<file path="src/rtl/alu_issue_scheduler_if.sv">
// Bus bundle between the ALU issue scheduler and its environment: dispatch input,
// CDB snoop, combinational ALU connection and registered CDB result broadcast.
interface alu_issue_scheduler_if #(
  parameter int ROB_IDX_LEN = 4,
  parameter int DATA_LEN    = 32,
  parameter int OPENUM_LEN  = 6
);
  logic                   rdy;
  logic                   flush;

  logic                   disp_valid;
  logic [OPENUM_LEN-1:0]  disp_openum;
  logic [DATA_LEN-1:0]    disp_v1;
  logic [DATA_LEN-1:0]    disp_v2;
  logic [ROB_IDX_LEN-1:0] disp_q1;
  logic [ROB_IDX_LEN-1:0] disp_q2;
  logic                   disp_p1;
  logic                   disp_p2;
  logic [ROB_IDX_LEN-1:0] disp_rob_tag;
  logic                   full;

  logic                   cdb_in_valid;
  logic [ROB_IDX_LEN-1:0] cdb_in_tag;
  logic [DATA_LEN-1:0]    cdb_in_value;

  logic [OPENUM_LEN-1:0]  alu_openum;
  logic [DATA_LEN-1:0]    alu_op1;
  logic [DATA_LEN-1:0]    alu_op2;
  logic [DATA_LEN-1:0]    alu_result;

  logic                   cdb_out_valid;
  logic [ROB_IDX_LEN-1:0] cdb_out_tag;
  logic [DATA_LEN-1:0]    cdb_out_value;

  modport slave (
    input  rdy, flush,
    input  disp_valid, disp_openum, disp_v1, disp_v2, disp_q1, disp_q2,
    input  disp_p1, disp_p2, disp_rob_tag,
    output full,
    input  cdb_in_valid, cdb_in_tag, cdb_in_value,
    output alu_openum, alu_op1, alu_op2,
    input  alu_result,
    output cdb_out_valid, cdb_out_tag, cdb_out_value
  );

  modport master (
    output rdy, flush,
    output disp_valid, disp_openum, disp_v1, disp_v2, disp_q1, disp_q2,
    output disp_p1, disp_p2, disp_rob_tag,
    input  full,
    output cdb_in_valid, cdb_in_tag, cdb_in_value,
    input  alu_openum, alu_op1, alu_op2,
    output alu_result,
    input  cdb_out_valid, cdb_out_tag, cdb_out_value
  );
endinterface

</file>
<file path="src/rtl/alu_issue_scheduler.sv">
// Reservation station for the single ALU: holds dispatched ops, wakes operands from the
// CDB, issues the lowest-index ready entry each cycle and registers the result for broadcast.
module alu_issue_scheduler #(
  parameter int RS_SIZE     = 16,
  parameter int RS_IDX_LEN  = 4,
  parameter int ROB_IDX_LEN = 4,
  parameter int DATA_LEN    = 32,
  parameter int OPENUM_LEN  = 6
) (
  input  logic                    clk,
  input  logic                    rst_n,
  alu_issue_scheduler_if.slave    bus
);

  typedef struct packed {
    logic [OPENUM_LEN-1:0]  openum;
    logic [DATA_LEN-1:0]    v1;
    logic [DATA_LEN-1:0]    v2;
    logic [ROB_IDX_LEN-1:0] q1;
    logic [ROB_IDX_LEN-1:0] q2;
    logic                   p1;
    logic                   p2;
    logic [ROB_IDX_LEN-1:0] rob_tag;
  } entry_t;

  logic [RS_SIZE-1:0]    valid_q;
  entry_t                rs_q [RS_SIZE];

  logic [RS_SIZE-1:0]    ready_vec;
  logic [RS_IDX_LEN-1:0] free_idx;
  logic [RS_IDX_LEN-1:0] issue_idx;
  logic                  issue_found;
  logic                  issue_en;
  logic                  disp_en;
  entry_t                disp_entry;

  assign bus.full = &valid_q;

  // Priority encoders: descending loops leave the lowest matching index in place.
  // NOTE: every always_comb output is assigned a default first so no latch is inferred.
  always_comb begin
    ready_vec   = '0;
    free_idx    = '0;
    issue_idx   = '0;
    issue_found = 1'b0;
    for (int i = RS_SIZE - 1; i >= 0; i--) begin
      ready_vec[i] = valid_q[i] & ~rs_q[i].p1 & ~rs_q[i].p2;
      if (!valid_q[i]) begin
        free_idx = RS_IDX_LEN'(i);
      end
      if (ready_vec[i]) begin
        issue_idx   = RS_IDX_LEN'(i);
        issue_found = 1'b1;
      end
    end
  end

  // Nothing leaves the station on a flush or frozen cycle, so the ALU sees zeros then.
  assign issue_en = issue_found & bus.rdy & ~bus.flush;
  assign disp_en  = bus.disp_valid & ~bus.full & bus.rdy & ~bus.flush;

  always_comb begin
    bus.alu_openum = '0;
    bus.alu_op1    = '0;
    bus.alu_op2    = '0;
    if (issue_en) begin
      bus.alu_openum = rs_q[issue_idx].openum;
      bus.alu_op1    = rs_q[issue_idx].v1;
      bus.alu_op2    = rs_q[issue_idx].v2;
    end
  end

  // A same-cycle CDB broadcast of a dispatched operand's producer is captured on entry.
  always_comb begin
    disp_entry.openum  = bus.disp_openum;
    disp_entry.v1      = bus.disp_v1;
    disp_entry.v2      = bus.disp_v2;
    disp_entry.q1      = bus.disp_q1;
    disp_entry.q2      = bus.disp_q2;
    disp_entry.p1      = bus.disp_p1;
    disp_entry.p2      = bus.disp_p2;
    disp_entry.rob_tag = bus.disp_rob_tag;
    if (bus.disp_p1 && bus.cdb_in_valid && bus.cdb_in_tag == bus.disp_q1) begin
      disp_entry.v1 = bus.cdb_in_value;
      disp_entry.p1 = 1'b0;
    end
    if (bus.disp_p2 && bus.cdb_in_valid && bus.cdb_in_tag == bus.disp_q2) begin
      disp_entry.v2 = bus.cdb_in_value;
      disp_entry.p2 = 1'b0;
    end
  end

  // NOTE: sequential state uses non-blocking assignments so every register samples pre-edge values.
  always_ff @(posedge clk or negedge rst_n) begin
    if (!rst_n) begin
      valid_q       <= '0;
      bus.cdb_out_valid <= 1'b0;
      bus.cdb_out_tag   <= '0;
      bus.cdb_out_value <= '0;
    end else if (bus.flush) begin
      valid_q           <= '0;
      bus.cdb_out_valid <= 1'b0;
    end else if (bus.rdy) begin
      for (int i = 0; i < RS_SIZE; i++) begin
        if (disp_en && free_idx == RS_IDX_LEN'(i)) begin
          valid_q[i] <= 1'b1;
        end else if (issue_en && issue_idx == RS_IDX_LEN'(i)) begin
          valid_q[i] <= 1'b0;
        end
      end
      bus.cdb_out_valid <= issue_en;
      if (issue_en) begin
        bus.cdb_out_tag   <= rs_q[issue_idx].rob_tag;
        bus.cdb_out_value <= bus.alu_result;
      end
    end
  end

  // NOTE: the entry payload is storage, not control; only valid_q needs reset because
  // an invalid entry's fields are never observed.
  always_ff @(posedge clk) begin
    if (bus.rdy && !bus.flush) begin
      for (int i = 0; i < RS_SIZE; i++) begin
        if (disp_en && free_idx == RS_IDX_LEN'(i)) begin
          rs_q[i] <= disp_entry;
        end else if (bus.cdb_in_valid) begin
          if (rs_q[i].p1 && rs_q[i].q1 == bus.cdb_in_tag) begin
            rs_q[i].v1 <= bus.cdb_in_value;
            rs_q[i].p1 <= 1'b0;
          end
          if (rs_q[i].p2 && rs_q[i].q2 == bus.cdb_in_tag) begin
            rs_q[i].v2 <= bus.cdb_in_value;
            rs_q[i].p2 <= 1'b0;
          end
        end
      end
    end
  end

endmodule

</file>
<file path="src/flat_wrapper.sv">
// flat-port wrapper written by rule: the top's interface ports become plain ports
module alu_issue_scheduler_flat 
#(
  parameter int RS_SIZE     = 16,
  parameter int RS_IDX_LEN  = 4,
  parameter int ROB_IDX_LEN = 4,
  parameter int DATA_LEN    = 32,
  parameter int OPENUM_LEN  = 6
)
  (clk, rst_n, bus_rdy, bus_flush, bus_disp_valid, bus_disp_openum, bus_disp_v1, bus_disp_v2, bus_disp_q1, bus_disp_q2, bus_disp_p1, bus_disp_p2, bus_disp_rob_tag, bus_full, bus_cdb_in_valid, bus_cdb_in_tag, bus_cdb_in_value, bus_alu_openum, bus_alu_op1, bus_alu_op2, bus_alu_result, bus_cdb_out_valid, bus_cdb_out_tag, bus_cdb_out_value);
  alu_issue_scheduler_if #(.ROB_IDX_LEN(ROB_IDX_LEN), .DATA_LEN(DATA_LEN), .OPENUM_LEN(OPENUM_LEN)) bus_i ();
  input  logic clk;
  input  logic rst_n;
  input wire logic [$bits(bus_i.rdy)-1:0] bus_rdy;
  input wire logic [$bits(bus_i.flush)-1:0] bus_flush;
  input wire logic [$bits(bus_i.disp_valid)-1:0] bus_disp_valid;
  input wire logic [$bits(bus_i.disp_openum)-1:0] bus_disp_openum;
  input wire logic [$bits(bus_i.disp_v1)-1:0] bus_disp_v1;
  input wire logic [$bits(bus_i.disp_v2)-1:0] bus_disp_v2;
  input wire logic [$bits(bus_i.disp_q1)-1:0] bus_disp_q1;
  input wire logic [$bits(bus_i.disp_q2)-1:0] bus_disp_q2;
  input wire logic [$bits(bus_i.disp_p1)-1:0] bus_disp_p1;
  input wire logic [$bits(bus_i.disp_p2)-1:0] bus_disp_p2;
  input wire logic [$bits(bus_i.disp_rob_tag)-1:0] bus_disp_rob_tag;
  output wire logic [$bits(bus_i.full)-1:0] bus_full;
  input wire logic [$bits(bus_i.cdb_in_valid)-1:0] bus_cdb_in_valid;
  input wire logic [$bits(bus_i.cdb_in_tag)-1:0] bus_cdb_in_tag;
  input wire logic [$bits(bus_i.cdb_in_value)-1:0] bus_cdb_in_value;
  output wire logic [$bits(bus_i.alu_openum)-1:0] bus_alu_openum;
  output wire logic [$bits(bus_i.alu_op1)-1:0] bus_alu_op1;
  output wire logic [$bits(bus_i.alu_op2)-1:0] bus_alu_op2;
  input wire logic [$bits(bus_i.alu_result)-1:0] bus_alu_result;
  output wire logic [$bits(bus_i.cdb_out_valid)-1:0] bus_cdb_out_valid;
  output wire logic [$bits(bus_i.cdb_out_tag)-1:0] bus_cdb_out_tag;
  output wire logic [$bits(bus_i.cdb_out_value)-1:0] bus_cdb_out_value;
  assign bus_i.rdy = bus_rdy;
  assign bus_i.flush = bus_flush;
  assign bus_i.disp_valid = bus_disp_valid;
  assign bus_i.disp_openum = bus_disp_openum;
  assign bus_i.disp_v1 = bus_disp_v1;
  assign bus_i.disp_v2 = bus_disp_v2;
  assign bus_i.disp_q1 = bus_disp_q1;
  assign bus_i.disp_q2 = bus_disp_q2;
  assign bus_i.disp_p1 = bus_disp_p1;
  assign bus_i.disp_p2 = bus_disp_p2;
  assign bus_i.disp_rob_tag = bus_disp_rob_tag;
  assign bus_full = bus_i.full;
  assign bus_i.cdb_in_valid = bus_cdb_in_valid;
  assign bus_i.cdb_in_tag = bus_cdb_in_tag;
  assign bus_i.cdb_in_value = bus_cdb_in_value;
  assign bus_alu_openum = bus_i.alu_openum;
  assign bus_alu_op1 = bus_i.alu_op1;
  assign bus_alu_op2 = bus_i.alu_op2;
  assign bus_i.alu_result = bus_alu_result;
  assign bus_cdb_out_valid = bus_i.cdb_out_valid;
  assign bus_cdb_out_tag = bus_i.cdb_out_tag;
  assign bus_cdb_out_value = bus_i.cdb_out_value;
  alu_issue_scheduler #(.RS_SIZE(RS_SIZE), .RS_IDX_LEN(RS_IDX_LEN), .ROB_IDX_LEN(ROB_IDX_LEN), .DATA_LEN(DATA_LEN), .OPENUM_LEN(OPENUM_LEN)) u_core (.clk(clk), .rst_n(rst_n), .bus(bus_i));
endmodule
</file>
<file path="config.mk">
export PLATFORM = sky130hd
export DESIGN_NAME = alu_issue_scheduler_flat
export DESIGN_NICKNAME = d
export VERILOG_FILES = /design/src/rtl/alu_issue_scheduler_if.sv /design/src/rtl/alu_issue_scheduler.sv /design/src/flat_wrapper.sv
export SDC_FILE = /design/constraint.sdc
export NUM_CORES = 2
export LEC_CHECK = 0
export CAP_MARGIN = 0
export CORE_ASPECT_RATIO = 0.8
export CORE_UTILIZATION = 45
export DETAILED_ROUTE_END_ITERATION = 8
export GPL_TIMING_DRIVEN = 0
export PLACE_DENSITY = 0.7
export SLEW_MARGIN = 30
export SYNTH_ARGS = -nofsm -noshare
export SYNTH_HDL_FRONTEND = slang
export SYNTH_SLANG_ARGS = --single-unit
</file>
<file path="constraint.sdc">
create_clock -name clk -period 4.2 [get_ports clk]
set_input_delay 0.84 -clock clk [delete_from_list [all_inputs] [get_ports clk]]
set_output_delay 0.84 -clock clk [all_outputs]
set_load 0.05 [all_outputs]
</file>
== After elaboration in Yosys (flattened, before gate mapping) ==
Memories as Yosys holds them, arrays and structs flattened.
Cells that the tools add are included.
Word-level totals
  memories kept: 1
  bits of input ports: 158
  memory bits (writable): 1344
  output and inout port bits: 108
  register bits after elaboration: 53
Memories
  u_core.rs_q: words 16, bits a word 84, read ports 17, clocked after memory_dff 0, wr ports 16, RTL line alu_issue_scheduler.sv:27  | entry_t rs_q [RS_SIZE];
Operators by class
  bitwise logic cells: 135
  eq/ne operators: 64
  mux-type cells: 363
  reductions and logical operators: 107
Operator list (number)
  $mux 32: 36
  $mux 1: 292
  $eq 4x4->1: 34
  $mux 4: 32
  $logic_and 1x1->1: 69
  $eq 4x4->1 const B: 16
  $or 1x1->1: 64
  $reduce_bool 3->1: 16
  $and 1x1->1: 37
  $not 1->1: 34
  $eq 4x3->1 const B: 8
  $mux 16: 2
  $reduce_and 2->1: 16
  $eq 4x2->1 const B: 4
  $reduce_and 16->1: 1
  $eq 4x1->1 const B: 2
  $logic_not 4->1: 2
  $mux 6: 1
  $reduce_and 3->1: 1
  $reduce_bool 2->1: 1
  $logic_not 1->1: 1

== Logic depth before layout (Yosys ltp) ==
An unclocked memory read counts as a cell.
  depth in word-level cells: 27
  mapped depth: 12
  mapped depth without buffers: 10

== Worst setup path before layout ==
No wires, ideal clock.
  kind: input -> register
  from: input port bus_cdb_in_tag[0]
  to: memory u_core.rs_q[4][14] in the netlist's numbering, enable pin
  path buffers: 3
  setup slack: -1.649 ns
  arrival time: 5.334 ns
  stages on the path: 6
  required time: 3.685 ns
  cells stage by stage: buf_2 buf_2 buf_2 xnor2_1 nand4_1 o41ai_1
RTL lines
  from (decl): RTL line flat_wrapper.sv:27  | input wire logic [$bits(bus_i.cdb_in_tag)-1:0] bus_cdb_in_tag;
  to (decl): RTL line alu_issue_scheduler.sv:27

== Worst setup path in the final report ==
  from: register u_core.valid_q[1]
  to: output port bus_alu_op1[8]
On the way
  longest elaborated chain between the ends: 7
  elaborated cells between the ends (all ways): 10
Ends and longest elaborated chain
  from (decl): RTL line alu_issue_scheduler.sv:26  | logic [RS_SIZE-1:0] valid_q;
  from (signal assigned): RTL line alu_issue_scheduler.sv:96  | valid_q <= '0;
  from (signal assigned): RTL line alu_issue_scheduler.sv:101  | valid_q <= '0;
  from (signal, indexed assignment): RTL line alu_issue_scheduler.sv:106  | valid_q[i] <= 1'b1;
  $and 1x1->1 * (2 in series): RTL line alu_issue_scheduler.sv:47  | ready_vec[i] = valid_q[i] & ~rs_q[i].p1 & ~rs_q[i].p2;
  parallel branches: the longest is 4 deep, another holds $mem_v2 16x84
  $mux 32 *: RTL line alu_issue_scheduler.sv:66  | if (issue_en) begin
  to (decl): RTL line flat_wrapper.sv:30  | output wire logic [$bits(bus_i.alu_op1)-1:0] bus_alu_op1;
Mark *: on every way between the ends.

==> impl_metrics.env <==
export IMPL_crit_type="reg2out"
export IMPL_ir_drop_v=0.000483
export IMPL_synth_cells=5642
export IMPL_cp_startpoint="u_core.valid_q[1]$_DFFE_PN0P_"
export IMPL_wirelength_mm=338
export IMPL_synth_area_um2=68800
export IMPL_slowest_stage="nor4bb_4"
export IMPL_synth_ff_type="edfxtp_1"
export IMPL_skew_ns=0.0398
export IMPL_nets=6363
export IMPL_vias_per_cell=7.07
export IMPL_hp_class="reg2reg"
export IMPL_finalNonFillerCells=8347
export IMPL_initial_core_util=0.456
export IMPL_critPathLaunchType="register"
export IMPL_core_area_um2=151000
export IMPL_cp_buffers_inverters=4
export IMPL_leakage_nw=30.1
export IMPL_final_max_slew_viol_count=0
export IMPL_grt_pass1_wl_mm=441
export IMPL_wire_per_inst_um=40.5
export IMPL_synth_seq_cells=1397
export IMPL_cp_arrival_ns=4.45
export IMPL_die_w_um=439
export IMPL_num_fill_cells=12051
export IMPL_cts_tree="done"
export IMPL_syn_avg_cell_area_um2=12.2
export IMPL_tightestPinTransition_ns=1.24
export IMPL_violations="DRC, setup timing"
export IMPL_cp_max_fo=10
export IMPL_yosysTopAreaCell="edfxtp_1"
export IMPL_ant_nets=0
export IMPL_drive_gt1_frac=0.293
export IMPL_synth_common_cells="1342 x edfxtp_1, 812 x nand2_1, 739 x mux2_2"
export IMPL_power_w=0.0312
export IMPL_grt_usage=0.421
export IMPL_crit_path_end_kind="output port"
export IMPL_path_clk_slew_ns=0.06
export IMPL_place_inst=7951
export IMPL_grt_pass1_vias=53326
export IMPL_place_area_um2=75500
export IMPL_root_buffer="clkbuf_16"
export IMPL_status="finished, violations left"
export IMPL_syn_num_nets=5800
export IMPL_hpwl_mm=233
export IMPL_synth_distinct_cells=73
export IMPL_report_final_hold_viol_count=0
export IMPL_num_vias=58980
export IMPL_slew_headroom=0.174
export IMPL_dieArea_um2=155000
export IMPL_num_rows=127
export IMPL_drcViolationCount=1
export IMPL_grt_max_degree=38
export IMPL_cts_buffers=148
export IMPL_setup_viol=210
export IMPL_rr_worst_depth=11
export IMPL_r2r_slack_ns=0.19
export IMPL_yosysMostFrequentCell="edfxtp_1"
export IMPL_yosysSeqAreaShare=0.605
export IMPL_yosysWarnings=0
export IMPL_synth_top_area_frac=0.585
export IMPL_ys_top_cells_by_area="edfxtp_1 59%, mux2_2 12%, nand2_1 4.4%, a21oi_1 2.3%, dfrtp_1 1.9%"
export IMPL_critical_path_max_stage_delay_ns=0.77
export IMPL_clk_latency_ns=0.85
export IMPL_place_port_buffers=229
export IMPL_cts_buffer_depth=3
export IMPL_die_y_um=352
export IMPL_timing_final_ws_setup_ns=-1.09
export IMPL_async_flop_share=0.0379
export IMPL_r2r_start="u_core.valid_q[10]$_DFFE_PN0P_"
export IMPL_hold_depth=2
export IMPL_layout_min_cycle_time_ns=5.29
export IMPL_synth_edff_count=1342
export IMPL_drtIter0Drc=12481
export IMPL_area_growth_pct=23.1
export IMPL_grt_overflow=0
export IMPL_r2r_end="u_core.rs_q[11][56]$_DFFE_PP_"
export IMPL_cp_required_ns=3.36
export IMPL_hold_start="u_core.bus.cdb_out_value[31]$_DFFE_PN0P_"
export IMPL_fmax_ghz=0.189
export IMPL_path_cells="or3b_1, and2_1, buf_2, nand2_1, o32a_1, buf_6, buf_12, o22ai_1, o21ai_1, nor4bb_4, buf_6"
export IMPL_fin_area_um2=84700
export IMPL_cap_violations=0
export IMPL_rsz0062_at_grt="yes"
export IMPL_place_worst_setup_slack_ns=-1.85
export IMPL_drt_pass1_iter_count=9
export IMPL_globalplace_congestion=1.05
export IMPL_num_io_pins=266
export IMPL_h_tree_depth=4
export IMPL_cp_common_cell="buf_6"
export IMPL_cpLargestDelayFamily="simple AND/OR/NAND/NOR gates"
export IMPL_cts_sinks=1397
export IMPL_hold_end="u_core.bus.cdb_out_value[31]$_DFFE_PN0P_"
export IMPL_antenna_found_initial=33
export IMPL_period_share=1.26
export IMPL_p_per_area_nw_per_um2=368
==> cells in the final DEF, fill, tap and decap left out, drive strengths merged, types with 8 or more instances in the layout <==
cell,instances
nor2b,27
nor4,26
clkbuf,534
nand2b,16
mux2i,111
nand2,814
a21oi,317
o211a,65
buf,499
mux2,739
o21a,8
a211oi,82
or3b,11
xor2,80
a31oi,116
o22ai,138
o2111a,14
o211ai,9
dfrtp,53
bufinv,10
inv,26
nor3,9
and4,50
nor3b,11
diode,27
xnor2,56
o21ai,102
clkdlybuf4s50,149
nand3,237
nor2,326
edfxtp,1342
clkinv,66
and3,89
nand4,30
a22o,67
==> flip-flops by register name, indices dropped and copies added, names as in the netlist <==
signal                    flops
u_core.bus.cdb_out_valid      1
u_core.bus.cdb_out_value     32
u_core.rs_q                1344
u_core.bus.cdb_out_tag        4
u_core.valid_q               16
==> worst reg2reg max path, stage by stage, from the launching register on <==
cell	delay [ns]
dfrtp_1	0.47
nand2_1	0.11
a31oi_1	0.18
o211ai_1	0.12
and3_1	0.29
o211ai_1	0.14
a21oi_1	0.15
nand2_1	0.30
clkinv_2	0.55
nor2_4	0.53
buf_2	0.51
mux2_2	0.40
==> metrics by stage <==
step / TNS (ns) / utilization / hold WS (ns)
after floorplan: -25.00 / - / 0.466
after global routing: -52.82 / 0.562 / 0.494
after detailed placement: -1389.19 / 0.501 / 0.463
after global placement: -4138.78 / 0.489 / 0.459
final: -61.52 / 0.562 / 0.475
after CTS: -154.50 / 0.546 / 0.449
==> how the worst max path moves through the flow <==
stage / slack [ns] / end / cells after the start
CTS: -0.75 / bus_alu_op1[8] / 12
floorplan: -0.39 / u_core.rs_q[8][14]$_DFFE_PP_ / 6
detailed placement: -1.85 / bus_alu_op1[8] / 11
global placement: -5.55 / u_core.rs_q[8][18]$_DFFE_PP_ / 7
global route: -1.01 / bus_alu_op1[8] / 11
finish: -1.09 / bus_alu_op1[8] / 11
==> kinds of logic (layout without fill, tap and decap cells) <==
family,Yosys count,in the layout,share of synthesized area
other,0,27,0
xor gates and xnor gates,136,136,0.0173
buffers and inverters,618,1296,0.0388
muxes,850,850,0.137
DFF,1397,1397,0.605
AOI/OAI and AO/OA,972,972,0.0921
and+or+nand+nor,1669,1670,0.109
==> layer usage <==
| metal | track usage | vias up | wire length [um] |
|---|---|---|---|
| met4 | 0.311 | 38 | 32000 |
| li1 | - | 22189 | - |
| met3 | 0.225 | 1672 | 64100 |
| met1 | 0.510 | 28663 | 111000 |
| met5 | 0.00868 | - | 641 |
| met2 | 0.562 | 6418 | 131000 |
==> where the power goes <==
group	total [W]	switching [W]	internal (W)
sequential	0.0155	0.0000672	0.0154
clock	0.0132	0.00603	0.00722
combinational	0.00246	0.00160	0.000865
==> cell type report <==
type / count / area, um^2 / area share
clock buffers: 183 / 3880 / 0.0457
inverters: 22 / 91.3 / 0.00108
well taps: 1999 / 2500 / 0.0295
multi-input cells: 3628 / 26500 / 0.313
repair buffers: 417 / 5190 / 0.0613
flip-flops and latches: 1397 / 41700 / 0.492
diodes: 27 / 67.6 / 0.000797
clock inverters: 83 / 803 / 0.00948
plain buffers: 591 / 4030 / 0.0476
==> repair_timing <==
action,CTS,global route
pin swaps,51,119
endpoints found under the hold margin,16,0
gates resized for setup,938,455
hold buffers,1,0
buffers inserted,37,58
gates cloned,4,10
endpoints found under the setup margin,791,975
No activity file was read; power rests on OpenSTA's default activity.
